===== src/rtl/reduce_accumulator_if.sv =====
//==============================================================================
// reduce_accumulator_if : key/value input, BRAM ports and drain stream bundle
// Revision: 1.0
//==============================================================================
`default_nettype none

interface reduce_accumulator_if #(
    parameter int C_WIDTH     = 32,
    parameter int C_LOG_DEPTH = 2,
    parameter int C_VAL_WIDTH = 16
);
    logic                   kv_valid;
    logic                   kv_ready;
    logic [C_LOG_DEPTH-1:0] key;
    logic [C_VAL_WIDTH-1:0] value;
    logic                   flush;
    logic [C_LOG_DEPTH-1:0] bram_waddr;
    logic                   bram_wen;
    logic [C_WIDTH-1:0]     bram_wdata;
    logic [C_LOG_DEPTH-1:0] bram_raddr;
    logic                   bram_ce;
    logic [C_WIDTH-1:0]     bram_rdata;
    logic                   out_valid;
    logic                   out_ready;
    logic [C_LOG_DEPTH-1:0] out_key;
    logic [C_WIDTH-1:0]     out_count;
    logic                   busy;
    logic                   done;

    modport slave (
        input  kv_valid, key, value, flush, bram_rdata, out_ready,
        output kv_ready, bram_waddr, bram_wen, bram_wdata, bram_raddr, bram_ce,
               out_valid, out_key, out_count, busy, done
    );

    modport master (
        output kv_valid, key, value, flush, bram_rdata, out_ready,
        input  kv_ready, bram_waddr, bram_wen, bram_wdata, bram_raddr, bram_ce,
               out_valid, out_key, out_count, busy, done
    );
endinterface

`default_nettype wire


===== src/rtl/reduce_accumulator.sv =====
//==============================================================================
// reduce_accumulator : saturating read-modify-write of a count table, then drain
// Revision: 1.0
//==============================================================================
`default_nettype none

module reduce_accumulator #(
    parameter int C_WIDTH     = 32,
    parameter int C_LOG_DEPTH = 2,
    parameter int C_VAL_WIDTH = 16
) (
    input  wire logic             clk,
    input  wire logic             rst_n,
    reduce_accumulator_if.slave   io
);
    typedef enum logic [1:0] {
        CLEAR      = 2'd0,
        ACCUM      = 2'd1,
        FLUSH_WAIT = 2'd2,
        DRAIN      = 2'd3
    } state_t;

    localparam logic [C_LOG_DEPTH-1:0] c_last = '1;

    state_t                 r_state;
    state_t                 w_state_nxt;
    logic [C_LOG_DEPTH-1:0] r_addr;
    logic [C_LOG_DEPTH-1:0] w_addr_nxt;
    logic                   r_out_valid;
    logic                   w_out_valid_nxt;

    logic                   r_s1_valid;
    logic [C_LOG_DEPTH-1:0] r_s1_key;
    logic [C_VAL_WIDTH-1:0] r_s1_value;

    logic                   r_prev_wen;
    logic [C_LOG_DEPTH-1:0] r_prev_waddr;
    logic [C_WIDTH-1:0]     r_prev_wdata;

    logic                   w_accept;
    logic                   w_kv_ready;
    logic                   w_wen;
    logic [C_LOG_DEPTH-1:0] w_waddr;
    logic [C_WIDTH-1:0]     w_wdata;
    logic                   w_ce;
    logic [C_LOG_DEPTH-1:0] w_raddr;
    logic                   w_done;

    logic [C_WIDTH-1:0]     w_base;
    logic [C_WIDTH:0]       w_sum;
    logic [C_WIDTH-1:0]     w_sat;

    // The BRAM returns the old word when read and written on the same edge,
    // so the word written last cycle must be taken from the write register.
    always_comb begin
        w_base = (r_prev_wen && (r_prev_waddr == r_s1_key)) ? r_prev_wdata : io.bram_rdata;
        w_sum  = {1'b0, w_base} + {{(C_WIDTH + 1 - C_VAL_WIDTH){1'b0}}, r_s1_value};
        w_sat  = w_sum[C_WIDTH] ? {C_WIDTH{1'b1}} : w_sum[C_WIDTH-1:0];
    end

    always_comb begin
        w_state_nxt     = r_state;
        w_addr_nxt      = r_addr;
        w_out_valid_nxt = r_out_valid;
        w_kv_ready      = 1'b0;
        w_accept        = 1'b0;
        w_wen           = r_s1_valid;
        w_waddr         = r_s1_valid ? r_s1_key : '0;
        w_wdata         = r_s1_valid ? w_sat : '0;
        w_ce            = 1'b0;
        w_raddr         = '0;
        w_done          = 1'b0;

        case (r_state)
            CLEAR: begin
                w_wen      = rst_n;
                w_waddr    = r_addr;
                w_wdata    = '0;
                w_addr_nxt = r_addr + 1'b1;
                if (r_addr == c_last) begin
                    w_state_nxt = ACCUM;
                end
            end
            ACCUM: begin
                w_kv_ready = 1'b1;
                w_accept   = io.kv_valid;
                w_ce       = io.kv_valid;
                w_raddr    = io.kv_valid ? io.key : '0;
                if (io.flush) begin
                    w_state_nxt = FLUSH_WAIT;
                end
            end
            FLUSH_WAIT: begin
                if (!r_s1_valid) begin
                    w_state_nxt = DRAIN;
                    w_addr_nxt  = '0;
                end
            end
            DRAIN: begin
                w_raddr = r_addr;
                if (!r_out_valid) begin
                    w_ce            = 1'b1;
                    w_out_valid_nxt = 1'b1;
                end else if (io.out_ready) begin
                    // Zero the entry as it leaves so the next round starts clean.
                    w_wen   = 1'b1;
                    w_waddr = r_addr;
                    w_wdata = '0;
                    if (r_addr == c_last) begin
                        w_done          = 1'b1;
                        w_out_valid_nxt = 1'b0;
                        w_state_nxt     = ACCUM;
                    end else begin
                        w_ce       = 1'b1;
                        w_raddr    = r_addr + 1'b1;
                        w_addr_nxt = r_addr + 1'b1;
                    end
                end
            end
            default: begin
                w_state_nxt = CLEAR;
            end
        endcase
    end

    always_ff @(posedge clk) begin
        if (!rst_n) begin
            r_state      <= CLEAR;
            r_addr       <= '0;
            r_out_valid  <= 1'b0;
            r_s1_valid   <= 1'b0;
            r_s1_key     <= '0;
            r_s1_value   <= '0;
            r_prev_wen   <= 1'b0;
            r_prev_waddr <= '0;
            r_prev_wdata <= '0;
        end else begin
            r_state      <= w_state_nxt;
            r_addr       <= w_addr_nxt;
            r_out_valid  <= w_out_valid_nxt;
            r_s1_valid   <= w_accept;
            r_s1_key     <= io.key;
            r_s1_value   <= io.value;
            r_prev_wen   <= w_wen;
            r_prev_waddr <= w_waddr;
            r_prev_wdata <= w_wdata;
        end
    end

    assign io.kv_ready   = w_kv_ready;
    assign io.bram_wen   = w_wen;
    assign io.bram_waddr = w_waddr;
    assign io.bram_wdata = w_wdata;
    assign io.bram_ce    = w_ce;
    assign io.bram_raddr = w_raddr;
    assign io.out_valid  = r_out_valid;
    assign io.out_key    = r_addr;
    assign io.out_count  = io.bram_rdata;
    assign io.busy       = (r_state != ACCUM) || r_s1_valid;
    assign io.done       = w_done;

endmodule

`default_nettype wire

===== src/flat_wrapper.sv =====
// flat-port wrapper written by rule: the top's interface ports become plain ports
module reduce_accumulator_flat 
#(
    parameter int C_WIDTH     = 32,
    parameter int C_LOG_DEPTH = 2,
    parameter int C_VAL_WIDTH = 16
)
  (clk, rst_n, io_kv_valid, io_key, io_value, io_flush, io_bram_rdata, io_out_ready, io_kv_ready, io_bram_waddr, io_bram_wen, io_bram_wdata, io_bram_raddr, io_bram_ce, io_out_valid, io_out_key, io_out_count, io_busy, io_done);
  reduce_accumulator_if #(.C_WIDTH(C_WIDTH), .C_LOG_DEPTH(C_LOG_DEPTH), .C_VAL_WIDTH(C_VAL_WIDTH)) io_i ();
  input  wire logic clk;
  input  wire logic rst_n;
  input wire logic [$bits(io_i.kv_valid)-1:0] io_kv_valid;
  input wire logic [$bits(io_i.key)-1:0] io_key;
  input wire logic [$bits(io_i.value)-1:0] io_value;
  input wire logic [$bits(io_i.flush)-1:0] io_flush;
  input wire logic [$bits(io_i.bram_rdata)-1:0] io_bram_rdata;
  input wire logic [$bits(io_i.out_ready)-1:0] io_out_ready;
  output wire logic [$bits(io_i.kv_ready)-1:0] io_kv_ready;
  output wire logic [$bits(io_i.bram_waddr)-1:0] io_bram_waddr;
  output wire logic [$bits(io_i.bram_wen)-1:0] io_bram_wen;
  output wire logic [$bits(io_i.bram_wdata)-1:0] io_bram_wdata;
  output wire logic [$bits(io_i.bram_raddr)-1:0] io_bram_raddr;
  output wire logic [$bits(io_i.bram_ce)-1:0] io_bram_ce;
  output wire logic [$bits(io_i.out_valid)-1:0] io_out_valid;
  output wire logic [$bits(io_i.out_key)-1:0] io_out_key;
  output wire logic [$bits(io_i.out_count)-1:0] io_out_count;
  output wire logic [$bits(io_i.busy)-1:0] io_busy;
  output wire logic [$bits(io_i.done)-1:0] io_done;
  assign io_i.kv_valid = io_kv_valid;
  assign io_i.key = io_key;
  assign io_i.value = io_value;
  assign io_i.flush = io_flush;
  assign io_i.bram_rdata = io_bram_rdata;
  assign io_i.out_ready = io_out_ready;
  assign io_kv_ready = io_i.kv_ready;
  assign io_bram_waddr = io_i.bram_waddr;
  assign io_bram_wen = io_i.bram_wen;
  assign io_bram_wdata = io_i.bram_wdata;
  assign io_bram_raddr = io_i.bram_raddr;
  assign io_bram_ce = io_i.bram_ce;
  assign io_out_valid = io_i.out_valid;
  assign io_out_key = io_i.out_key;
  assign io_out_count = io_i.out_count;
  assign io_busy = io_i.busy;
  assign io_done = io_i.done;
  reduce_accumulator #(.C_WIDTH(C_WIDTH), .C_LOG_DEPTH(C_LOG_DEPTH), .C_VAL_WIDTH(C_VAL_WIDTH)) u_core (.clk(clk), .rst_n(rst_n), .io(io_i));
endmodule

===== config.mk =====
export PLATFORM = sky130hd
export DESIGN_NAME = reduce_accumulator_flat
export DESIGN_NICKNAME = d
export VERILOG_FILES = /design/src/rtl/reduce_accumulator_if.sv /design/src/rtl/reduce_accumulator.sv /design/src/flat_wrapper.sv
export SDC_FILE = /design/constraint.sdc
export NUM_CORES = 1
export LEC_CHECK = 0
export ABC_AREA = 1
export CAP_MARGIN = 25
export CORE_MARGIN = 5
export CORE_UTILIZATION = 52
export CTS_CLUSTER_SIZE = 24
export DETAILED_ROUTE_END_ITERATION = 8
export GPL_TIMING_DRIVEN = 1
export PLACE_DENSITY_LB_ADDON = 0.2
export REMOVE_ABC_BUFFERS = 1
export SYNTH_ARGS = -nofsm -noshare
export SYNTH_HDL_FRONTEND = slang
export SYNTH_SLANG_ARGS = --single-unit

===== constraint.sdc =====
create_clock -name clk -period 5.22 [get_ports clk]
set_input_delay 0.783 -clock clk [delete_from_list [all_inputs] [get_ports clk]]
set_output_delay 0.783 -clock clk [all_outputs]
set_load 0.02 [all_outputs]

# Yosys cells after proc, flatten, opt, wreduce, memory -nomap -nowiden
# Cells that the tools add are included.
# W data, S select, Z words.
[totals] out_inout_bits=76 ff_bits=59 inputBits=55
[op_classes] n_reduce_logical=7 n_eq_ne=10 n_addsub=2 muxes=37
[op_table] cell="$mux W32" n=5
[op_table] cell="$pmux W32 S2" n=1
[op_table] cell="$add A32 B16 Y33" n=1
[op_table] cell="$mux W2" n=13
[op_table] cell="$mux W1" n=12
[op_table] cell="$pmux W2 S2" n=2
[op_table] cell="$pmux W2 S4" n=1
[op_table] cell="$eq A2 B2 Y1 const B" n=3
[op_table] cell="$ne A2 B2 Y1 const B" n=3
[op_table] cell="$pmux W2 S3" n=1
[op_table] cell="$ne A2 B1 Y1 const B" n=2
[op_table] cell="$pmux W1 S2" n=2
[op_table] cell="$reduce_and A2 Y1" n=2
[op_table] cell="$reduce_and A4 Y1" n=1
[op_table] cell="$reduce_bool A3 Y1" n=1
[op_table] cell="$add A2 B1 Y2 const B" n=1
[op_table] cell="$eq A2 B1 Y1 const B" n=1
[op_table] cell="$eq A2 B2 Y1" n=1
[op_table] cell="$logic_not A2 Y1" n=1
[op_table] cell="$logic_and A1 B1 Y1" n=1
[op_table] cell="$logic_or A1 B1 Y1" n=1

# Longest topological paths before layout
[logic_depth] depth_word=9 ltp_mapped=25 ltp_nobuf=24

# Worst setup path after synthesis
# No wires, ideal clock.
[synth_path] path_kind="reg2out" start="register u_core.r_s1_key[0]" end="output port io_bram_wdata[10]" stages_incl_launch_ff=22 path_buffers=3 slack_ps=1432 arrival_time_ps=3005 required_time_ps=4437 path_cell_list="dfxtp_1 -> inv_2 -> nor2_2 -> inv_2 -> nand3_4 -> inv_2 -> buf_4 -> clkbuf_1 -> nand2_1 -> nand2_1 -> ha_1 -> nand2_1 -> o21a_1 -> or2_2 -> nand3_1 -> nand2_2 -> nor2_4 -> nand2_2 -> inv_4 -> buf_12 -> nor2_2 -> nor2_1"
[synth_between] elab_chain_len=9
[synth_lines] item="start, declared" line_no="reduce_accumulator.sv:33" text="logic [C_LOG_DEPTH-1:0] r_s1_key;"
[synth_lines] item="start signal, assigned" line_no="reduce_accumulator.sv:142" text="r_s1_key <= io.key;"
[synth_lines] item="$eq A2 B2 Y1 (*)" line_no="reduce_accumulator.sv:56" text="w_base = (r_prev_wen && (r_prev_waddr == r_s1_key)) ? r_prev_wdata : io.bram_rdata;"
[synth_lines] item="$logic_and A1 B1 Y1 (*)" line_no="reduce_accumulator.sv:56"
[synth_lines] item="$mux W32 (*)" line_no="reduce_accumulator.sv:56"
[synth_lines] item="$add A32 B16 Y33 (*)" line_no="reduce_accumulator.sv:57" text="w_sum = {1'b0, w_base} + {{(C_WIDTH + 1 - C_VAL_WIDTH){1'b0}}, r_s1_value};"
[synth_lines] item="$mux W32 (*)" line_no="reduce_accumulator.sv:58" text="w_sat = w_sum[C_WIDTH] ? {C_WIDTH{1'b1}} : w_sum[C_WIDTH-1:0];"
[synth_lines] item="$mux W32 (*)" line_no="reduce_accumulator.sv:69" text="w_wdata = r_s1_valid ? w_sat : '0;"
[synth_lines] item="$mux W32" line_no="reduce_accumulator.sv:104" text="end else if (io.out_ready) begin"
[synth_lines] item="$mux W32" line_no="reduce_accumulator.sv:101" text="if (!r_out_valid) begin"
[synth_lines] item="$pmux W32 S2 (*)" line_no="reduce_accumulator.sv:74" text="case (r_state)"
[synth_lines] item="end, declared" line_no="flat_wrapper.sv:21" text="output wire logic [$bits(io_i.bram_wdata)-1:0] io_bram_wdata;"
# Every way passes the cells marked *; elsewhere a longest branch is shown, timed or not.

# Worst setup path in the final report
[layout_path] start="register u_core.r_s1_key[1]" end="output port io_bram_wdata[13]"
# The elaborated chain is that of the path after synthesis.

==> run_results.csv <==
group,metric,value,unit
logic_synthesis,synth.distinct_cells,41,
global_routing,grt_pass1_vias,4467,
timing,relSlewSlack,37.5,%
drt,vias_per_cell,5.05,
timing,holdWs,0.502,ns
timing,drv_slew,0,
timing,worst_clock_skew,0.0110,ns
logic_synthesis,synth_warnings,0,
logic_synthesis,synth-seq-cells,59,
run_status,outcome,"finished, final reports clean",
layout,stdcell_area,5730,um^2
floorplanning,dieArea,10400,um^2
cts,post_cts_buffers,0,
placement,dp_hpwl,8970,um
cts,hold_buffers,0,
timing,tightest_slew,0.913,ns
logic_synthesis,synth_top_area_share,26.8,%
setup_path,end_kind,"output pin",
timing,setup-tns-final,0,ns
placement,place_ws,0.118,ns
layout,synthToLayoutAreaGrowth,30.0,%
min_path,hold_class,"reg -> reg",
cts,cts.sinks,59,
setup_path,cp-start-kind,"flop",
cts,cts_buffers,9,
global_routing,globalRoute.totalOverflow,0,
setup_path,critical-path-max-stage-delay,0.67,ns
cts,cts_max_level,3,
setup_path,cp_cell_sequence,"inv_1 -> nand2_1 -> nand2_4 -> nand3_4 -> buf_4 -> nand2_1 -> nand2_1 -> ha_1 -> inv_1 -> fa_1 -> inv_1 -> nand3_1 -> nand3_1 -> nand3_1 -> nand2_1 -> nand2_1 -> nand3_1 -> nand2_2 -> nor2_4 -> nand2_4 -> a21oi_1 -> clkdlybuf4s50_1",
timing,setup_viol,0,
pwr,peakVddDrop,0.231,mV
timing,fin_crit_sh,94.2,%
cts,insertion_delay,0.33,ns
setup_path,slowest_stage,"clkdlybuf4s50_1",
setup_path,crit_required,4.44,ns
drt,drt_iter0_markers,231,
global_routing,grt_max_degree,35,
floorplanning,std_cell_rows,33,
run,maxCapViolCount,0,
cts,cts_buffer_depth,2,
placement,gp_congestion,0.974,
drt,dr.pass1.iters,5,
cts,clk_pin_slew,0.07,ns
drt,wirelength,11600,um
floorplanning,ios,131,
global_routing,grt_util_met1,29.7,%
layout,drive_gt1_share,8.67,%
drt,vias,4488,
timing,setup_slack,0.302,ns
global_routing,use_met2,37.6,%
placement,numPortBuffers,130,
global_routing,track_usage,22.7,%
timing,fin_crit,4.92,ns
drt,drc,0,
floorplanning,start_util,53.4,%
global_routing,antenna_found_initial,0,
logic_synthesis,yosys.area.top_type,"dfxtp_1",
setup_path,path_class,"reg -> out",
timing,rsz0062_at_grt,"no",
layout,num_antenna_cells,0,
floorplanning,die_y,102,um
setup_path,cp_common_cell,"nand2_1",
floorplanning,die_x,102,um
layout,nNetsFinal,859,
pwr,p_leak,2.84,nW
pwr,power.density,297,nW/um^2
logic_synthesis,synth.area.top_cells,"dfxtp_1, nand2_1, inv_1, ha_1, nand3_1",
setup_path,arrival,4.14,ns
global_routing,grt-busiest-layer,"met2",
logic_synthesis,synth_area_per_cell,6.46,um^2
drt,wire_per_inst,13.0,um
floorplanning,core,8260,um^2
logic_synthesis,synthCells,683,
global_routing,grt.met3_usage,4.30,%
placement,place_area,5530,um^2
layout,fill_cells,698,
cts,clockRootBuffer,"clkbuf_8",
layout,final_util,69.4,%
logic_synthesis,ys_seq_area_share,26.8,%
global_routing,grt_first_pass_wirelength,19400,um
logic_synthesis,syn-cell-area,4410,um^2
timing,fmax,203,MHz
timing,hold_viol_final,0,
setup_path,cp_max_fo,17,
cts,cts_tree,"done",
drt,antenna_left,0,
-- routing by layer --
| metal | share of wire (%) | wire, um |
|---|---|---|
| met5 | 0 | 0 |
| met4 | 1.6 | 188 |
| met3 | 7.6 | 882 |
| met2 | 46 | 5290 |
| met1 | 45 | 5210 |
-- critical path, delay by kind of cell, from the launching register on --
kind / cells / cell delay [ns]
buffers and inverters: 5 / 1.08
AO/OA/AOI/OAI: 1 / 0.28
AND/OR/NAND/NOR: 14 / 1.54
adder cells (fa/ha/maj): 2 / 0.55
flip-flops: 1 / 0.34
-- cell usage in the layout, fill, tap and decap left out, drive strengths merged, types with 17 or more instances in the layout --
master and instances:
nand2 198, clkdlybuf4s50 128, inv 94, nor2 87, dfxtp 59, nand3 55
a21oi 25, ha 24, nor3 22, o21ai 17
-- path summary, 6_finish.rpt --
path / start / end / slack [ns] / depth (start not counted)
max: u_core.r_s1_key[1] / io_bram_wdata[13] / 0.30 / 22
min: u_core.r_s1_key[0] / u_core.r_prev_waddr[0] / 0.50 / 2
min reg2reg: u_core.r_s1_key[0] / u_core.r_prev_waddr[0] / 0.50 / 2
max reg2reg: u_core.r_s1_key[1] / u_core.r_prev_wdata[13] / 1.87 / 22
-- what timing repair did --
action                     in CTS  in global routing
setup endpoints to repair      18                 22
gates resized for setup         1                  9
hold endpoints to repair        0                  0
cloned                          0                  0
-- cells in the mapped netlist (all sizes together) --
master / instances
a2111oi: 1
nor3: 22
inv: 95
and2: 2
ha: 24
dfxtp: 59
nor4: 2
nand3b: 7
nand2: 198
nand4: 3
nor2: 87
nand3: 55
clkinv: 1
a21oi: 25
a21boi: 1
xnor2: 10
a31oi: 4
o22ai: 2
buf: 40
clkbuf: 12
or2: 1
o21ai: 17
xor2: 9
a21o: 3
fa: 1
o21a: 2
-- logic make-up after synthesis --
kind of cell	share of synthesized area (%)
and+or+nand+nor	38.7
buffers and inverters	16.5
DFF	26.8
AOI/OAI and AO/OA	7.01
adders and majority gates	7.26
xor gates and xnor gates	3.77
-- registers in the layout, summed over array words and instances, names as in the netlist --
signal,cells
u_core.io.out_key,2
u_core.io.out_valid,1
u_core.r_prev_waddr,2
u_core.r_prev_wdata,32
u_core.r_prev_wen,1
u_core.r_s1_key,2
u_core.r_s1_valid,1
u_core.r_s1_value,16
u_core.r_state,2
-- power breakdown --
group	total [mW]	switching, mW	internal, mW
Clock	0.371	0.173	0.197
Sequential	0.515	0.0288	0.486
Combinational	0.818	0.493	0.325
-- stage by stage --
| step | power [mW] | std cells |
|---|---|---|
| 2_1_floorplan | 1.02 | 631 |
| 3_3_place_gp | 1.31 | 873 |
| 3_5_place_dp | 1.33 | 873 |
| 4_1_cts | 1.71 | 889 |
| 5_1_grt | 1.83 | 889 |
| 6_report | 1.70 | 889 |
-- area by class of cell --
class                      instances  area (um^2)  area share (%)
clock buffer                      14          163            2.84
inverter                          96          375            6.55
tap                              105          131            2.29
sequential                        59         1180            20.6
timing repair buffer             137         1360            23.7
clock inverter                     2         10.0           0.175
multi-input combinational        476         2510            43.8
Note: power is estimated with default switching activity, not from simulation.
